===== src/rtl/ub_adder_share_arb_if.sv =====
// rtl/ub_adder_share_arb_if.sv - requester and result bundle for the shared adder arbiter
interface ub_adder_share_arb_if #(
  parameter int NREQ = 4,
  parameter int W    = 29,
  parameter int TAGW = 2
);
  logic [NREQ-1:0]   REQ;
  logic [NREQ-1:0]   GNT;
  logic [NREQ*W-1:0] X_IN;
  logic [NREQ*W-1:0] Y_IN;
  logic [W:0]        S_OUT;
  logic [TAGW-1:0]   S_TAG;
  logic              S_VLD;
  logic              S_RDY;
  logic              BUSY;

  modport master (
    output REQ, X_IN, Y_IN, S_RDY,
    input  GNT, S_OUT, S_TAG, S_VLD, BUSY
  );

  modport slave (
    input  REQ, X_IN, Y_IN, S_RDY,
    output GNT, S_OUT, S_TAG, S_VLD, BUSY
  );
endinterface


===== src/rtl/ub_adder_share_arb.sv =====
// rtl/ub_adder_share_arb.sv - round-robin share of one carry-select adder across requesters
module ub_adder_share_arb #(
  parameter int NREQ = 4,
  parameter int W    = 29,
  parameter int TAGW = 2
) (
  input logic               CLK,
  input logic               RST,
  ub_adder_share_arb_if.slave bus
);
  localparam int LO = W / 2;
  localparam int HI = W - LO;

  logic [TAGW-1:0] ptr;
  logic [TAGW-1:0] gnt_idx;
  logic [TAGW:0]   cand;
  logic            found;
  logic            slot_free;
  logic [NREQ-1:0] gnt;
  logic [W-1:0]    x_sel;
  logic [W-1:0]    y_sel;
  logic [LO:0]     lo_sum;
  logic [HI:0]     hi_sum0;
  logic [HI:0]     hi_sum1;
  logic [W:0]      sum;
  logic [W:0]      s_out_q;
  logic [TAGW-1:0] s_tag_q;
  logic            s_vld_q;

  assign slot_free = !s_vld_q || bus.S_RDY;

  // Search starts at ptr and wraps at NREQ; ptr < NREQ so one subtraction suffices.
  always_comb begin
    found   = 1'b0;
    gnt_idx = '0;
    cand    = '0;
    for (int k = 0; k < NREQ; k++) begin
      cand = {1'b0, ptr} + (TAGW+1)'(k);
      if (cand >= (TAGW+1)'(NREQ)) cand = cand - (TAGW+1)'(NREQ);
      if (!found && bus.REQ[cand[TAGW-1:0]]) begin
        found   = 1'b1;
        gnt_idx = cand[TAGW-1:0];
      end
    end
  end

  always_comb begin
    gnt = '0;
    if (!RST && slot_free && found) gnt[gnt_idx] = 1'b1;
  end

  always_comb begin
    x_sel = '0;
    y_sel = '0;
    for (int k = 0; k < NREQ; k++) begin
      if (TAGW'(k) == gnt_idx) begin
        x_sel = bus.X_IN[k*W +: W];
        y_sel = bus.Y_IN[k*W +: W];
      end
    end
  end

  // Carry-select: both upper-half candidates are formed in parallel with the lower half.
  always_comb begin
    lo_sum  = {1'b0, x_sel[LO-1:0]} + {1'b0, y_sel[LO-1:0]};
    hi_sum0 = {1'b0, x_sel[W-1:LO]} + {1'b0, y_sel[W-1:LO]};
    hi_sum1 = {1'b0, x_sel[W-1:LO]} + {1'b0, y_sel[W-1:LO]} + (HI+1)'(1);
    sum     = lo_sum[LO] ? {hi_sum1, lo_sum[LO-1:0]} : {hi_sum0, lo_sum[LO-1:0]};
  end

  always_ff @(posedge CLK) begin
    if (RST) begin
      s_vld_q <= 1'b0;
      s_out_q <= '0;
      s_tag_q <= '0;
      ptr     <= '0;
    end else if (|gnt) begin
      s_vld_q <= 1'b1;
      s_out_q <= sum;
      s_tag_q <= gnt_idx;
      ptr     <= (gnt_idx == TAGW'(NREQ-1)) ? '0 : gnt_idx + TAGW'(1);
    end else if (bus.S_RDY) begin
      s_vld_q <= 1'b0;
    end
  end

  assign bus.GNT   = gnt;
  assign bus.S_OUT = s_out_q;
  assign bus.S_TAG = s_tag_q;
  assign bus.S_VLD = s_vld_q;
  assign bus.BUSY  = s_vld_q || (|bus.REQ);
endmodule


===== src/flat_wrapper.sv =====
// flat-port wrapper written by rule: the top's interface ports become plain ports
module ub_adder_share_arb_flat 
#(
  parameter int NREQ = 4,
  parameter int W    = 29,
  parameter int TAGW = 2
)
  (CLK, RST, bus_REQ, bus_X_IN, bus_Y_IN, bus_S_RDY, bus_GNT, bus_S_OUT, bus_S_TAG, bus_S_VLD, bus_BUSY);
  ub_adder_share_arb_if #(.NREQ(NREQ), .W(W), .TAGW(TAGW)) bus_i ();
  input logic CLK;
  input logic RST;
  input wire logic [$bits(bus_i.REQ)-1:0] bus_REQ;
  input wire logic [$bits(bus_i.X_IN)-1:0] bus_X_IN;
  input wire logic [$bits(bus_i.Y_IN)-1:0] bus_Y_IN;
  input wire logic [$bits(bus_i.S_RDY)-1:0] bus_S_RDY;
  output wire logic [$bits(bus_i.GNT)-1:0] bus_GNT;
  output wire logic [$bits(bus_i.S_OUT)-1:0] bus_S_OUT;
  output wire logic [$bits(bus_i.S_TAG)-1:0] bus_S_TAG;
  output wire logic [$bits(bus_i.S_VLD)-1:0] bus_S_VLD;
  output wire logic [$bits(bus_i.BUSY)-1:0] bus_BUSY;
  assign bus_i.REQ = bus_REQ;
  assign bus_i.X_IN = bus_X_IN;
  assign bus_i.Y_IN = bus_Y_IN;
  assign bus_i.S_RDY = bus_S_RDY;
  assign bus_GNT = bus_i.GNT;
  assign bus_S_OUT = bus_i.S_OUT;
  assign bus_S_TAG = bus_i.S_TAG;
  assign bus_S_VLD = bus_i.S_VLD;
  assign bus_BUSY = bus_i.BUSY;
  ub_adder_share_arb #(.NREQ(NREQ), .W(W), .TAGW(TAGW)) u_core (.CLK(CLK), .RST(RST), .bus(bus_i));
endmodule

===== config.mk =====
export PLATFORM = sky130hd
export DESIGN_NAME = ub_adder_share_arb_flat
export DESIGN_NICKNAME = d
export VERILOG_FILES = /design/src/rtl/ub_adder_share_arb_if.sv /design/src/rtl/ub_adder_share_arb.sv /design/src/flat_wrapper.sv
export SDC_FILE = /design/constraint.sdc
export NUM_CORES = 1
export LEC_CHECK = 0
export ABC_AREA = 1
export CAP_MARGIN = 20
export CORE_MARGIN = 4
export CORE_UTILIZATION = 43
export DETAILED_ROUTE_END_ITERATION = 8
export DONT_BUFFER_PORTS = 1
export GPL_TIMING_DRIVEN = 0
export SYNTH_ARGS = -nofsm -noshare
export SYNTH_HDL_FRONTEND = slang
export SYNTH_SLANG_ARGS = --single-unit

===== constraint.sdc =====
create_clock -name CLK -period 10.6 [get_ports CLK]
set_input_delay 2.12 -clock CLK [delete_from_list [all_inputs] [get_ports CLK]]
set_output_delay 2.12 -clock CLK [all_outputs]
set_load 0.005 [all_outputs]

==> results.cfg <==
[setup_path]
cp_max_fo = 10
required_ns = 8.48
crit_type = in2out
worst_setup_path_end_kind = output pin
start_kind = input port
r2r-start = u_core.ptr[0]
arrival_ns = 4.82
critPathLaunch = bus_REQ[3]

[clocking]
post_cts_buffers = 0
clk_path_buf_depth = 2
cts_buffers = 5
ctsResizeCount = 0
cts.sinks = 35
htree_levels = 2
path_clk_slew_ns = 0.06
clkLatencyLatePin_ns = 0.28
tritoncts = yes
ctsHoldBuffers = 0
clockRootBuffer = clkbuf_16

[synthesis]
ys_seq_area_share_pct = 13.9
yosys_register_bits = 35
yosysWarnings = 0
synth_area_sq_mm = 0.00504
synth.most_common_cell = nand2_1
synth-main-ff-cell = dfxtp_1
synth_fp_nets = 1146
synth_cell_types = 37
synth-async-reset-ratio_pct = 0
synth_cells = 871
avgSynthCellArea_sq_um = 5.78
synth-edff-count = 0
yosysTopAreaCellShare_pct = 15.9
yosys-top-cells-area = nand2_1, dfxtp_1, ha_1
yosys.area.top_type = nand2_1
netlist_top_cells_count = nand2_1, inv_1, nor2_1, a21oi_1, o21ai_0

[timing]
max_freq_mhz = 144
setup-violations-final = 0
slew_viol_final = 0
period_share_pct = 65.5
hold_viol_final = 0
timing.hold.ws_ns = 0.519
slew_headroom_pct = 54.0
worst_pin_slew_ns = 0.689
finalCriticalPeriod_ns = 6.94
rsz0062_at_grt = no
setup-tns-final_ns = 0
skew_ns = 0.00222

[routing]
viasPerCell = 5.77
drc = 0
dr_total_vias = 5910
ant_nets = 0
first_pass_iters = 6
totalWireLength_mm = 21.2
drtIter0Drc = 365
post_drt_wl_per_cell_um = 20.7

[hold_path]
hold_path.class = reg2reg
min_from = u_core.bus.S_TAG[0]

[floorplanning]
fp-row-count = 39
initial_core_util_pct = 44.1
io_pins = 277
core_region_area_sq_mm = 0.0114
die_area_sq_mm = 0.0135
die_x_um = 116
die_h_um = 116

[global_route]
grt_pass1_wl_mm = 30.6
grt_overflow = 0
grt_usage_pct = 29.9
grt_pass1_vias = 5570
antenna_found_initial = 3
grt_max_degree = 13

[placement]
dp_hpwl_mm = 18.4
portBuffers = 0
gp_congestion = 0.966
dp.cells = 1014

[flow_run]
maxCapViolCount = 0

[final_layout]
multiInputGateArea_sq_mm = 0.00375
areaGrowthSynthToFinish_pct = 7.53
ff_latch_area_sq_um = 701
fillers = 1307
drive_above_1_share_pct = 3.64
fin_nets = 1153
final_cells = 1025

[outcome]
status = finished clean
-- critical path, cell delays in order --
cell,delay (ns)
o21ai_0,0.19
nand2_1,0.08
o21ai_1,0.13
nor3b_2,0.23
nand2_1,0.09
o21ai_1,0.33
ha_1,0.22
clkbuf_1,0.28
clkbuf_1,0.40
clkbuf_1,0.47
inv_1,0.10
nor2_1,0.19
-- flip-flops by register name, summed over array words and instances, names as in the netlist --
register	cells
u_core.bus.S_VLD	1
u_core.ptr	2
u_core.bus.S_TAG	2
u_core.bus.S_OUT	30
-- metal layers --
metal  GRT usage, %  wire [um]
met5              0          0
met2           50.5      10000
met1           35.7       8420
met4           11.7        892
met3           8.45       1920
-- path summary, 6_finish.rpt --
path / to / slack [ns] / cells after the start
setup / recovery: bus_GNT[1] / 3.66 / 12
hold / removal: u_core.bus.S_TAG[0] / 0.52 / 2
setup reg to reg: u_core.bus.S_OUT[17] / 5.07 / 29
hold reg to reg: u_core.bus.S_TAG[0] / 0.52 / 2
-- logic make-up (layout without fill, tap and decap cells) --
family                   after synthesis  count (layout)  synth area share, %
AND/OR/NAND/NOR                      381             381                 31.8
AO/OA/AOI/OAI                        250             250                 30.1
buffers and inverters                150             158                 11.6
adder cells (fa/ha/maj)               36              36                 9.24
flip-flops                            35              35                 13.9
XOR/XNOR                              19              19                 3.45
other                                  0               3                    0
-- layout by cell type, fill, tap and decap left out, types with 5 or more instances in the layout --
master	Yosys	final
a21oi_1	77	77
a221oi_1	21	21
a22oi_1	37	37
buf_1	10	10
buf_2	6	6
clkbuf_1	32	32
clkbuf_16	0	5
dfxtp_1	35	35
ha_1	34	34
inv_1	100	100
nand2_1	214	214
nand3_1	39	39
nand4_1	11	11
nor2_1	96	96
o211ai_1	5	5
o21ai_0	76	76
o21bai_1	6	6
o31ai_1	22	22
xnor2_1	12	12
xor2_1	6	6
-- metrics by stage --
stage,cell area [sq um],util (%),setup slack [ns]
after floorplan,5040,-,4.38
after CTS,5410,47.4,3.67
final,5420,47.4,3.66
after detailed placement,5220,45.7,3.54
after global routing,5420,47.4,3.23
after global placement,5220,45.7,3.55
-- layout make-up --
type	count	area share, %
Buffer	50	3.81
Antenna cell	3	0.139
Sequential cell	35	12.9
Multi-Input combinational cell	686	69.3
Inverter	100	6.93
Tap cell	143	3.30
Clock inverter	3	1.25
Clock buffer	5	2.31
Power is left out: the tool's default activity adds up to more than one toggle a clock period on the data nets, which glitch-free logic cannot reach.
